### config.mk
export PLATFORM = sky130hd
export DESIGN_NAME = perfect_range_scanner
export DESIGN_NICKNAME = d
export VERILOG_FILES = /design/src/rtl/perfect_range_scanner_pkg.sv /design/src/rtl/perfect_range_scanner_hit_fifo.sv /design/src/rtl/perfect_range_scanner.sv
export SDC_FILE = /design/constraint.sdc
export NUM_CORES = 1
export LEC_CHECK = 0
export ABC_CLOCK_PERIOD_IN_PS = 3470
export BUFFER_PORTS_ARGS = -buffer_cell sky130_fd_sc_hd__buf_2
export CAP_MARGIN = 20
export CELL_PAD_IN_SITES_DETAIL_PLACEMENT = 1
export CELL_PAD_IN_SITES_GLOBAL_PLACEMENT = 1
export CORE_ASPECT_RATIO = 1.4
export CORE_MARGIN = 1.5
export CORE_UTILIZATION = 47
export CTS_BUF_LIST = sky130_fd_sc_hd__clkbuf_4
export DETAILED_ROUTE_END_ITERATION = 12
export PLACE_DENSITY = 0.85
export SETUP_SLACK_MARGIN = 0.5
export SLEW_MARGIN = 20
export SYNTH_ARGS = -nofsm -noshare
export SYNTH_HDL_FRONTEND = slang
export SYNTH_SLANG_ARGS = --single-unit
### constraint.sdc
create_clock -name clk -period 3.47 [get_ports clk]
set_clock_uncertainty 0.2 [all_clocks]
set_input_delay 0.694 -clock clk [delete_from_list [all_inputs] [get_ports clk]]
set_output_delay 0.694 -clock clk [all_outputs]
set_load 0.01 [all_outputs]
### src/rtl/perfect_range_scanner_pkg.sv
// Shared definitions for the perfect-number range scanner: default sizing,
// checker handshake polarity and the 3-bit sequencer state encoding.
package perfect_range_scanner_pkg;

  localparam int unsigned W_DEF          = 16;
  localparam int unsigned FIFO_DEPTH_DEF = 4;
  localparam int unsigned TIMEOUT_DEF    = 1023;

  // chk_over polarity: high when the checker is idle or holds a valid verdict
  localparam logic CHK_OVER_IDLE = 1'b1;
  localparam logic CHK_OVER_BUSY = 1'b0;

  typedef enum logic [2:0] {
    ST_IDLE      = 3'd0,
    ST_LOAD      = 3'd1,
    ST_ISSUE     = 3'd2,
    ST_WAIT_ACK  = 3'd3,
    ST_WAIT_DONE = 3'd4,
    ST_RECORD    = 3'd5,
    ST_NEXT      = 3'd6,
    ST_DONE      = 3'd7
  } scan_state_t;

endpackage

### src/rtl/perfect_range_scanner_hit_fifo.sv
// Synchronous FIFO holding perfect-number hits.
// Ports:
//   clk, rst        clock, synchronous active-high reset (flushes contents)
//   push, push_data write request; lands when not full, or when full with a pop
//   pop             read request; ignored when empty
//   rd_data         registered head value (0 when empty), updates after a pop
//   full, empty     registered occupancy flags
module perfect_range_scanner_hit_fifo #(
  parameter int unsigned W     = 16,
  parameter int unsigned DEPTH = 4
) (
  input  logic         clk,
  input  logic         rst,
  input  logic         push,
  input  logic [W-1:0] push_data,
  input  logic         pop,
  output logic [W-1:0] rd_data,
  output logic         full,
  output logic         empty
);

  localparam int unsigned AW = (DEPTH > 1) ? $clog2(DEPTH) : 1;
  localparam int unsigned CW = AW + 1;

  logic [W-1:0]  mem [DEPTH];
  logic [AW-1:0] wr_ptr;
  logic [AW-1:0] rd_ptr;
  logic [AW-1:0] rd_ptr_nxt;
  logic [CW-1:0] count;
  logic [CW-1:0] count_nxt;
  logic          do_push;
  logic          do_pop;
  logic [W-1:0]  head_nxt;

  // Accepted operations, next occupancy and next head value
  always_comb begin
    do_pop     = pop && !empty;
    do_push    = push && (!full || do_pop);
    rd_ptr_nxt = do_pop ? rd_ptr + AW'(1) : rd_ptr;
    count_nxt  = count;
    if (do_push && !do_pop) begin
      count_nxt = count + CW'(1);
    end else if (!do_push && do_pop) begin
      count_nxt = count - CW'(1);
    end
    // The new head may be the entry being written this cycle (FIFO had 0 or 1 left)
    if (count_nxt == '0) begin
      head_nxt = '0;
    end else if (do_push && (wr_ptr == rd_ptr_nxt)) begin
      head_nxt = push_data;
    end else begin
      head_nxt = mem[rd_ptr_nxt];
    end
  end

  // Storage array, no reset needed: entries are only read after being written
  always_ff @(posedge clk) begin
    if (do_push) begin
      mem[wr_ptr] <= push_data;
    end
  end

  // Pointers, occupancy and registered head/flags
  always_ff @(posedge clk) begin
    if (rst) begin
      wr_ptr  <= '0;
      rd_ptr  <= '0;
      count   <= '0;
      rd_data <= '0;
      full    <= 1'b0;
      empty   <= 1'b1;
    end else begin
      if (do_push) begin
        wr_ptr <= wr_ptr + AW'(1);
      end
      rd_ptr  <= rd_ptr_nxt;
      count   <= count_nxt;
      rd_data <= head_nxt;
      full    <= (count_nxt == CW'(DEPTH));
      empty   <= (count_nxt == '0);
    end
  end

endmodule

### src/rtl/perfect_range_scanner.sv
// Sequencer feeding the perfect-number checker: walks N over [lo,hi], pulses
// chk_go per N, waits for the busy/over handshake, records hits into a FIFO.
// Ports:
//   clk, rst                 clock, synchronous active-high reset
//   start, lo, hi            scan request and inclusive range (sampled in IDLE)
//   n_out, chk_go            operand and 1-cycle start pulse to the checker
//   chk_over, chk_isper      checker idle/done flag and verdict
//   busy, done               scan in progress / 1-cycle completion pulse
//   hit_count                perfect N found in current/last scan (saturating)
//   rd_en, rd_data, fifo_empty  result FIFO read side
//   overflow, timeout_err    sticky error flags, cleared on accepted start
module perfect_range_scanner
  import perfect_range_scanner_pkg::*;
#(
  parameter int unsigned W          = W_DEF,
  parameter int unsigned FIFO_DEPTH = FIFO_DEPTH_DEF,
  parameter int unsigned TIMEOUT    = TIMEOUT_DEF
) (
  input  logic         clk,
  input  logic         rst,
  input  logic         start,
  input  logic [W-1:0] lo,
  input  logic [W-1:0] hi,
  output logic [W-1:0] n_out,
  output logic         chk_go,
  input  logic         chk_over,
  input  logic         chk_isper,
  output logic         busy,
  output logic         done,
  output logic [W-1:0] hit_count,
  input  logic         rd_en,
  output logic [W-1:0] rd_data,
  output logic         fifo_empty,
  output logic         overflow,
  output logic         timeout_err
);

  scan_state_t  state;
  logic [W-1:0] cur;
  logic [W-1:0] last_n;
  logic [W-1:0] wdog;
  logic         fifo_full;
  logic         push_c;

  // Hit offered to the FIFO; it lands when there is room or a pop frees a slot
  assign push_c = (state == ST_RECORD) && chk_isper;

  perfect_range_scanner_hit_fifo #(
    .W     (W),
    .DEPTH (FIFO_DEPTH)
  ) u_hit_fifo (
    .clk       (clk),
    .rst       (rst),
    .push      (push_c),
    .push_data (cur),
    .pop       (rd_en),
    .rd_data   (rd_data),
    .full      (fifo_full),
    .empty     (fifo_empty)
  );

  // Scan sequencer with registered outputs
  always_ff @(posedge clk) begin
    if (rst) begin
      state       <= ST_IDLE;
      cur         <= '0;
      last_n      <= '0;
      wdog        <= '0;
      n_out       <= '0;
      chk_go      <= 1'b0;
      busy        <= 1'b0;
      done        <= 1'b0;
      hit_count   <= '0;
      overflow    <= 1'b0;
      timeout_err <= 1'b0;
    end else begin
      chk_go <= 1'b0;
      done   <= 1'b0;
      case (state)
        ST_IDLE: begin
          if (start) begin
            cur         <= lo;
            last_n      <= hi;
            hit_count   <= '0;
            overflow    <= 1'b0;
            timeout_err <= 1'b0;
            busy        <= 1'b1;
            state       <= ST_LOAD;
          end
        end
        ST_LOAD: begin
          if (cur > last_n) begin
            done  <= 1'b1;
            busy  <= 1'b0;
            state <= ST_DONE;
          end else begin
            n_out  <= cur;
            chk_go <= 1'b1;
            state  <= ST_ISSUE;
          end
        end
        ST_ISSUE: begin
          wdog  <= '0;
          state <= ST_WAIT_ACK;
        end
        ST_WAIT_ACK: begin
          if (chk_over == CHK_OVER_BUSY) begin
            wdog  <= '0;
            state <= ST_WAIT_DONE;
          end else if (wdog == W'(TIMEOUT)) begin
            timeout_err <= 1'b1;
            state       <= ST_NEXT;
          end else begin
            wdog <= wdog + W'(1);
          end
        end
        ST_WAIT_DONE: begin
          if (chk_over == CHK_OVER_IDLE) begin
            state <= ST_RECORD;
          end else if (wdog == W'(TIMEOUT)) begin
            timeout_err <= 1'b1;
            state       <= ST_NEXT;
          end else begin
            wdog <= wdog + W'(1);
          end
        end
        ST_RECORD: begin
          if (chk_isper) begin
            if (hit_count != {W{1'b1}}) begin
              hit_count <= hit_count + W'(1);
            end
            // A simultaneous pop makes room, so only a full FIFO without a read drops the hit
            if (fifo_full && !rd_en) begin
              overflow <= 1'b1;
            end
          end
          state <= ST_NEXT;
        end
        ST_NEXT: begin
          // Compare before increment so hi = all-ones ends without wrapping cur
          if (cur == last_n) begin
            done  <= 1'b1;
            busy  <= 1'b0;
            state <= ST_DONE;
          end else begin
            cur    <= cur + W'(1);
            n_out  <= cur + W'(1);
            chk_go <= 1'b1;
            state  <= ST_ISSUE;
          end
        end
        ST_DONE: begin
          state <= ST_IDLE;
        end
        default: begin
          state <= ST_IDLE;
        end
      endcase
    end
  end

endmodule

-- Word-level counts from Yosys, hierarchy flattened
Memory sizes are Yosys's and may differ from the RTL's. A register that Yosys moved wholly into a read port is not among the register bits.
Cells that the tools add are included.
- $add $sub $neg: 7
- $lt $le $gt $ge: 1
- equality and inequality tests: 21
- multiplexer cells: 43
- reductions and logical operators: 29
- operator list (cell ; number):
    16-bit two-way mux ; 9
    16-bit case mux with 2 select lines ; 3
    16-bit by 1-bit adder with 16-bit output, second input constant ; 3
    16-bit case mux with 3 select lines ; 1
    3-bit two-way mux ; 8
    3-bit case mux with 8 select lines ; 1
    16-bit by 10-bit == test with 1-bit output, second input constant ; 1
    16-bit == test ; 1
    16-bit greater-than comparator ; 1
    16-bit inequality test, second input constant ; 1
    2-bit inequality test, second input constant ; 8
    4-bit AND reduction ; 4
    3-bit == test, second input constant ; 5
    1-bit two-way mux ; 15
    3-bit nonzero test ; 3
    3-bit by 2-bit == test with 1-bit output, second input constant ; 2
    1-bit logical AND ; 6
    3-bit logical NOT ; 2
    1-bit case mux with 2 select lines ; 3
    1-bit case mux with 3 select lines ; 2
    3-bit AND reduction ; 2
    2-bit nonzero test ; 3
    1-bit logical NOT ; 5
    2-bit by 1-bit adder with 2-bit output, second input constant ; 2
    other kinds (8) ; 10
- register bits: 97
- RAM bits: 64
- input port bits: 38
- logic and storage cells: 118
- memories: 1
- memory list (memory ; depth ; bits a word ; rd ports ; clocked after memory_dff ; write ports ; RTL line ; RTL):
    u_hit_fifo.mem ; 4 ; 16 ; 1 ; 1 ; 1 ; perfect_range_scanner_hit_fifo.sv:25 ; logic [W-1:0] mem [DEPTH];

-- Depth between registers and ports, before layout
Gate-level depths: netlist of the first run.
- depth in word-level cells: 10
- gate-level depth with buffers: 11

-- Cells and area by module
From an unflattened synthesis of the first run, not the netlist that was laid out.
- cell total of the unflattened synthesis: 945
- area total of the unflattened synthesis: 8984.9 µm²
- modules (own cells, without submodules) (module ; times used ; cells each ; area an instance (µm²) ; sequential area each (µm²)):
    perfect_range_scanner ; 1 ; 622 ; 4872.2 ; 1761.7
    perfect_range_scanner_hit_fifo ; 1 ; 323 ; 4112.7 ; 2422.3

-- Worst setup path before layout of the first run
No wires, ideal clock.
- kind: register to register
- start point: register cur[0]
- end point: register n_out[10]
- arrival: 2.558 ns
- required time: 3.177 ns
- slack: 0.618 ns
- stages on the path, launching flop included: 11
- path buffers: 2
- path through: dfxtp_1 -> clkbuf_1 -> inv_1 -> ha_1 -> nand4_1 -> or4_1 -> buf_2 -> mux2i_4 -> or2_2 -> or3_1 -> o311ai_2
- cells in the longest elaborated chain, start to end: 3
- elaborated cells on any way between the ends: 8
- those cells by class: add/sub (1); order compare (1); eq/ne (3); mux (2); reduce/logical (1)
- ends and longest elaborated chain (item ; RTL line ; RTL):
    from (decl) ; perfect_range_scanner.sv:39 ; logic [W-1:0] cur;
    from (signal assigned) ; perfect_range_scanner.sv:82 ; cur <= lo;
    from (signal assigned) ; perfect_range_scanner.sv:146 ; cur <= cur + W'(1);
    16-bit by 1-bit adder with 16-bit output (tied with other cells) ; perfect_range_scanner.sv:147 ; n_out <= cur + W'(1);
    16-bit two-way mux / 2-bit inequality test (equally long branches) ; n/a ;
    16-bit case mux with 2 select lines / 3-bit AND reduction (equally long branches) ; n/a ;
    to (signal assigned) ; perfect_range_scanner.sv:97 ; n_out <= cur;
    to (signal assigned) ; perfect_range_scanner.sv:147 ;
    to (decl) ; perfect_range_scanner.sv:24 ; output logic [W-1:0] n_out,
Parallel ways exist; a longest one is shown, timed or not. The select of a mux whose other input is x is not followed.
A chain may end at the register's enable or synchronous reset.

-- Worst setup path after layout of the first run
- start point: register last_n[14]
- end point: register n_out[8]
- cells in the longest elaborated chain, start to end: 3
- elaborated cells on any way between the ends: 5
- those cells by class: order compare (1); eq/ne (3); reduce/logical (1)
- ends and longest elaborated chain (item ; RTL line ; RTL):
    from (decl) ; perfect_range_scanner.sv:40 ; logic [W-1:0] last_n;
    from (signal assigned) ; perfect_range_scanner.sv:83 ; last_n <= hi;
    16-bit greater-than comparator / 16-bit == test (equally long branches) ; perfect_range_scanner.sv:92, perfect_range_scanner.sv:141 ;
    2-bit inequality test (no line) ; n/a ;
    3-bit AND reduction (no line) (*) ; n/a ;
Every way passes the cells marked *; elsewhere a longest branch is shown, timed or not.

==> metrics.md, run 1 <==
| Metric | Value |
|---|---|
| Setup crit end kind | register |
| Logic pwr share | 25.1% |
| Least-Margin Pin Slew | 713 ps |
| Register share of total power | 48.8% |
| VDD IR max | 0.202 mV |
| Tightest Hold Check Type | in2reg |
| Slowest-stage cell, CP | or4_4 |
| Grt ovf | 0 |
| RSZ-0062 raised after global routing | true |
| Setup CP Type | reg2reg |
| Total track usage | 25.2% |
| Initial antenna violation count | 1 |
| Crit Path Max Fanout | 10 |
| CP cell instances | inv_1 > ha_1 > nand4_4 > or4_4 > mux2i_4 > or2_2 > or3_1 > o311ai_0 |
| Synth cell types | 68 |
| Die X-Extent | 115 µm |
| Commonest non-fill, non-tap cell in the layout | dfxtp_1 |
| Synth area leader | dfxtp_1 |
| Crit share post-route | 84.7% |
| CTS tree | done |
| Final design utilization | 55.1% |
| CTS Hold Bufs | 0 |
| Yosys warnings | 0 |
| Drt total wl | 22.3 mm |
| Layout Cells excl Fill | 1,176 |
| FP Rows | 57 |
| Pin count of the biggest net entering global routing | 28 |
| Top FF cell, synth | dfxtp_1 |
| P_leak | 3.78 nW |
| PnR Total Power | 4.92 mW |
| Dpl cell area | 9090 µm² |
| Via count | 6,709 |
| Arr. time, crit path | 3190 ps |
| Reg clk slew, reported paths | 140 ps |
| Top cell type's share of synthesized area | 27.6% |
| Initial core utilization | 47.7% |
| Synth area leaders | dfxtp_1 (28%), edfxtp_1 (23%), nand2_1 (4.8%) |
| Die H | 159 µm |
| Vias/cell | 5.70 |
| Psw | 1.57 mW |
| Post-Syn Area per Cell | 10.1 µm² |
| Share of the yosys chip area belonging to registers | 51.0% |
| WP data required | 3720 ps |
| CORE AREA | 17,200 µm² |
| H-tree levels | 4 |
| IO Port Bufs | 91 |
| Iter 0 DRT Violations | 391 |
| Worst-Skew Late Latency | 580 ps |
| Hold Slack | 148 ps |
| First-pass DRT Iterations | 5 |
| Mapped Cells | 812 |
| Root Driver | clkbuf_4 |
| Min cycle time layout | 2940 ps |
| Post-synth EDFFs | 64 |
| Final HPWL DP | 16.8 mm |
| Clock buffer depth | 2 |
| Sw frac | 31.9% |
| Max Cap Viol | 0 |
| Yosys reg bits | 177 |
| # setup viols final | 0 |
| First-pass GRT wire length | 35.3 mm |
| Vias in the first global route | 6,859 |
| Final hold viol count | 0 |
| Post-Syn Area | 8200 µm² |
| Max Slew Vio Count | 0 |
| Final net count | 989 |
| DRC | 0 |
| Startpoint Class | register |
| Status | completed |
| Clk pwr share | 26.1% |
| Async set-reset flop share out of synthesis | 0% |
| Placed Cells incl. Taps | 1,141 |
| Setup ws final | 533 ps |
| Die ar. | 18,300 µm² |
| Power Density | 519 nW/µm² |
| Slew Limit Headroom | 52.2% |
| # IOs | 92 |
| Final Cell Area | 9470 µm² |
| TritonCTS Sinks | 177 |
| Final RePlAce weighted congestion | 0.857 |
| Slowest cell delay on critical path | 600 ps |
| WL per Instance | 19.0 µm |
| Internal Power | 3.35 mW |
| Place WS | 125 ps |
| ANT nets after route | 0 |
| Post-Syn Nets | 875 |
| Area growth, synth to finish | 15.5% |
| TritonCTS Buffers | 17 |
| Most frequent cells in the layout | dfxtp_1 (113), nand2_1 (105), buf_2 (91), nor2_1 (72), edfxtp_1 (64) |
| Fin Setup TNS | 0 ps |
| Ratio of cells with drive above 1 in the final layout | 21.4% |
| Fmax | 0.340 GHz |
flip-flops by register name (all words and copies together), names as in the netlist, 2 cells and up:
name / flops
hit_count: 16
u_hit_fifo.mem: 64
state: 3
last_n: 16
u_hit_fifo.rd_data: 16
u_hit_fifo.rd_ptr: 2
cur: 16
wdog: 16
u_hit_fifo.wr_ptr: 2
u_hit_fifo.count: 3
n_out: 16
cell usage after synthesis, types with 3 or more instances:
| library cell | count |
|---|---|
| nand3_1 | 28 |
| o32ai_1 | 3 |
| mux4_2 | 16 |
| clkbuf_1 | 25 |
| nor2b_1 | 3 |
| nand2_1 | 105 |
| edfxtp_1 | 64 |
| mux2i_1 | 19 |
| xor2_1 | 25 |
| xnor2_1 | 11 |
| a22oi_1 | 3 |
| buf_2 | 8 |
| a21o_1 | 6 |
| nor2_1 | 73 |
| nor3_1 | 23 |
| nand4_1 | 19 |
| and3_1 | 15 |
| a311oi_1 | 6 |
| and2_1 | 8 |
| or3_1 | 11 |
| a31oi_1 | 13 |
| inv_1 | 29 |
| nor4_1 | 3 |
| a21oi_1 | 56 |
| nor3b_1 | 6 |
| nand2b_1 | 4 |
| o21ai_0 | 28 |
| ha_1 | 25 |
| a211oi_1 | 13 |
| dfxtp_1 | 113 |
| and4_1 | 3 |
critical path: cells and delay by family (launching register included):
family                   cells  cell delay (ps)
AND/OR/NAND/NOR              4             1450
flip-flops                   1              360
adder cells (fa/ha/maj)      1              360
multiplexers                 1              260
AO/OA/AOI/OAI                1              100
buffers and inverters        1               80
repair_timing:
| action | 4_1_cts | 5_1_grt |
|---|---|---|
| setup endpoints to repair | 9 | 13 |
| buffers inserted | 0 | 2 |
| pin swaps | 0 | 1 |
| gates resized for setup | 3 | 4 |
cell type report:
class                      instances  area [µm²]
tap                              236         295
sequential                       177        4180
inverter                          29         109
timing repair buffer             135         786
clock buffer                      19         143
antenna                            1        2.50
multi-input combinational        566        3770
fill                            1932        7710
clock inverter                    13         181
power groups by stage:
stage / logic [mW] / clock network (mW) / registers (mW)
CTS: 1.21 / 1.31 / 2.41
global placement: 1.14 / 0 / 2.44
global route: 1.35 / 1.41 / 2.42
floorplan: 0.737 / 0 / 2.49
finish: 1.23 / 1.28 / 2.40
detailed placement: 1.20 / 0 / 2.45
cells by family after synthesis:
family	synth area share [%]
and+or+nand+nor	19.2
DFF	51.0
AOI/OAI and AO/OA	11.3
buffers and inverters	3.57
xor gates and xnor gates	4.04
muxes	6.99
adders and majority gates	3.82
final timing paths:
| path | start | slack, ps | depth (start not counted) | to |
|---|---|---|---|---|
| worst max register to register | last_n[14] | 530 | 8 | n_out[8] |
| worst min-delay path | hi[3] | 150 | 3 | last_n[3] |
| worst min register to register | last_n[8] | 270 | 2 | last_n[8] |
| worst max-delay path | last_n[14] | 530 | 8 | n_out[8] |
per-layer routing:
layer  share of wire (%)  track usage [%]  up-vias
li1                    -                -     3165
met1                  38             28.1     3303
met2                  53             44.6      183
met3                 4.5             4.45       58
met4                 4.9             14.1        0
met5                   0                0        -
(Power assumes the default switching activity.)
==> run 2, diff against run 1 <==
Settings changed: ABC_AREA from default to 1, ABC_CLOCK_PERIOD_IN_PS 3470 to 2600, CORE_UTILIZATION 47 to 41, PLACE_DENSITY 0.85 to 0.83.
Clock period 3.47 ns to 2.6 ns, I/O delays scaled along.
==> run 2 against run 1 <==
Compared with the run above: final area up 18%; sequential power up 60%; fmax up 22%; non-clock buffer count up 58; flip-flop and latch count unchanged; critical path type unchanged; wire length up 38%; cell count up 30%.
==> metrics.md, run 2 <==
| Metric | Value |
|---|---|
| Status | completed |
| Commonest non-fill, non-tap cell in the layout | nand2_1 |
| Worst path depth | 12 (+4) |
| Post-Syn Area | 8590 µm² (+4.8%) |
| Grt ovf | 0 (unchanged) |
| Max FFs per register | 64 (unchanged) |
| Fmax | 0.415 GHz (+22%) |
| Async set-reset flop share out of synthesis | 0% (unchanged) |
| CP cell instances | ha_4 > nand2_1 > inv_2 > nand4_1 > nor2_2 > buf_4 > buf_6 > nand2_8 > nand2_8 > buf_8 > a21oi_2 > a21oi_2 |
| Max Cap Viol | 0 (unchanged) |
| Drt total wl | 30.9 mm (+38%) |
| Top FF cell, synth | dfxtp_1 |
| P_leak | 4.73 nW (+25%) |
| Initial antenna violation count | 1 (unchanged) |
| Synth Area in Adders | 3.64% (-0.17 points) |
| Die X-Extent | 125 µm (+9.4%) |
| Crit Path Max Fanout | 5 (-5) |
| Root Driver | clkbuf_4 |
| Crit share post-route | 92.7% (+8.0 points) |
| Ratio of cells with drive above 1 in the final layout | 28.7% (+7.3 points) |
| TritonCTS Sinks | 177 (unchanged) |
| Startpoint Class | register |
| Worst-Skew Late Latency | 620 ps (+40 ps) |
| VDD IR max | 0.454 mV (+120%) |
| Area growth, synth to finish | 30.2% |
| TritonCTS Buffers | 17 (unchanged) |
| Total track usage | 25.8% (+0.56 points) |
| Die H | 174 µm (+9.4%) |
| Crit. Startpoint | cur[11] |
| Least-Margin Pin Slew | 672 ps (-41.1 ps) |
| Setup CP Type | reg2reg |
| Combinational family with the most area after synthesis | simple AND/OR/NAND/NOR gates |
| Tightest Hold Check Type | in2reg |
| Max Slew Vio Count | 0 (unchanged) |
| WL per Instance | 20.1 µm (+6.1%) |
| Vias in the first global route | 8,604 (+25%) |
| R2R setup slack | 190 ps (-340 ps) |
| Final net count | 1,327 (+34%) |
| FP Rows | 62 (+8.8%) |
| XOR/XNOR Fraction of Synth Area | 1.91% (-2.1 points) |
| Final HPWL DP | 17.5 mm (+4.5%) |
| Most frequent cells in the layout | nand2_1 (200), inv_1 (120), nor2_1 (116), buf_2 (91), dfxtp_1 (89) |
| RSZ-0062 raised after global routing | true |
| Min cycle time layout | 2410 ps (-527 ps) |
| Slowest-stage cell, CP | dfxtp_1 |
| Yosys reg bits | 177 (unchanged) |
| Worst reg-to-reg path cell count | 12 (+4) |
| Mux cell area share after synthesis | 0% (-7.0 points) |
| FF-to-FF End | cur[6] |
| WP data required | 2950 ps (-770 ps) |
| Clock buffer depth | 2 (unchanged) |
| Post-Syn Area per Cell | 7.88 µm² (-22%) |
| Via count | 8,538 (+27%) |
| Slew Limit Headroom | 54.8% (+2.6 points) |
| Fill count | 2,472 (+28%) |
| Post-Syn Nets | 1,154 (+32%) |
| Post-synth EDFFs | 64 (unchanged) |
| Post-synthesis compound-gate area fraction | 14.4% (+3.0 points) |
| Reg clk slew, reported paths | 160 ps (+20 ps) |
| ANT nets after route | 0 (unchanged) |
| CP Buf/Inv Count | 4 (+3) |
| Power Density | 1020 nW/µm² (+97%) |
| Yosys warnings | 0 (unchanged) |
| Reg with most FFs | u_hit_fifo.mem |
| Pin count of the biggest net entering global routing | 49 (+75%) |
| Layout Cells excl Fill | 1,534 (+30%) |
| Final RePlAce weighted congestion | 0.825 (-3.7%) |
| CP top delay family | simple AND/OR/NAND/NOR gates |
| Vias/cell | 5.57 (-2.4%) |
| CTS tree | done |
| DRC | 0 (unchanged) |
| # IOs | 92 (unchanged) |
| Setup crit end kind | register |
| Mapped Cells | 1,091 (+34%) |
| PnR Total Power | 11.4 mW (+130%) |
| CORE AREA | 20,600 µm² (+20%) |
| First-pass DRT Iterations | 6 (+1) |
| Count leader, synth | nand2_1 |
| Synth area leaders | dfxtp_1 (26%), edfxtp_1 (22%), nand2_1 (9.5%) |
| Synth area leader | dfxtp_1 |
| Simple-Gate Fraction of Synth Area | 22.9% (+3.7 points) |
| Final hold viol count | 0 (unchanged) |
| IO Port Bufs | 91 (unchanged) |
| Iter 0 DRT Violations | 485 (+24%) |
| Die ar. | 21,800 µm² (+20%) |
| Most instantiated cells after synthesis | nand2_1 (218), inv_1 (135), nor2_1 (133), dfxtp_1 (113), o21ai_0 (100) |
| Worst Setup EP | cur[6] |
| Arr. time, crit path | 2760 ps (-430 ps) |
| Initial core utilization | 41.8% (-5.9 points) |
| First-pass GRT wire length | 44.4 mm (+26%) |
| Placed Cells incl. Taps | 1,435 (+26%) |
| Top cell type's share of synthesized area | 26.3% (-1.3 points) |
| H-tree levels | 4 (unchanged) |
| Worst r2r src | cur[11] |
| Share of the yosys chip area belonging to registers | 48.7% (-2.3 points) |
| Slowest cell delay on critical path | 410 ps (-190 ps) |
| Synth cell types | 45 (-34%) |
| Fin Setup TNS | 0 ps (unchanged) |
| # setup viols final | 0 (unchanged) |
-- run 2: cell types whose count changed in the layout (fill, tap and decap cells not counted), moves of 24 or more --
cell | previous run | this run
dfxtp_1 | 113 | 89
a21oi_2 | 0 | 31
nor2_1 | 72 | 116
nand3_1 | 28 | 58
inv_1 | 29 | 120
nand2_1 | 105 | 200
o21ai_0 | 28 | 73
o21ai_1 | 0 | 24
-- run 2: how the worst min path moves through the flow --
stage	start	depth (start not counted)	slack (ps)	endpoint
4_1_cts	hi[1]	3	0.5	last_n[1]
2_1_floorplan	wdog[4]	1	220	wdog[4]
5_1_grt	lo[15]	3	3	cur[15]
3_5_place_dp	busy	2	250	busy
3_3_place_gp	busy	2	240	busy
6_report	lo[13]	3	20	cur[13]
-- run 2: cells by family after synthesis --
group	count (synthesis)
buffers and inverters	184
DFF	177
and+or+nand+nor	458
xor gates and xnor gates	17
AOI/OAI and AO/OA	230
adders and majority gates	25
-- run 2: cell type report --
| class | instances | area (µm²) | share of cell area, % |
|---|---|---|---|
| clock inverter | 15 | 156 | 1.40 |
| multi-input combinational | 732 | 4290 | 38.3 |
| sequential | 177 | 4220 | 37.8 |
| timing repair buffer | 193 | 1510 | 13.5 |
| clock buffer | 17 | 128 | 1.14 |
| inverter | 143 | 557 | 4.98 |
| antenna | 1 | 2.50 | 0.0224 |
| tap | 256 | 320 | 2.86 |
-- run 2: metal layers --
| layer | part of all wire [%] | global-route usage [%] |
|---|---|---|
| met1 | 38 | 28.0 |
| met2 | 52 | 47.3 |
| met3 | 4.8 | 4.80 |
| met4 | 5.1 | 13.2 |
| met5 | 0 | 0 |
-- run 2: worst min-delay path: cells and delay by family --
kind / cells / cell delay [ps]
AOI/OAI and AO/OA: 2 / 160
buffers and inverters: 1 / 110
-- run 2: report_power, final --
part	total [mW]	internal, mW	switching (mW)
logic	5.95	2.30	3.65
registers	3.85	3.49	0.358
clock network	1.64	0.578	1.06
-- run 2: through the flow --
step | util (%) | instance area, µm² | setup WS, ps | hold WS (ps)
after floorplan | - | 8590 | 400 | 223
after global placement | 46.2 | 9500 | 269 | 240
after detailed placement | 46.2 | 9500 | 155 | 254
after CTS | 51.8 | 10700 | 444 | 0.479
after global routing | 54.4 | 11200 | 57.4 | 3.37
final | 54.4 | 11200 | 190 | 17.2
-- run 2: what timing repair did --
item	4_1_cts	5_1_grt
pin swaps	27	29
hold buffers	23	0
buffers inserted	14	17
setup endpoints to repair	79	151
cloned	6	6
hold endpoints to repair	22	0
resized for setup	112	116
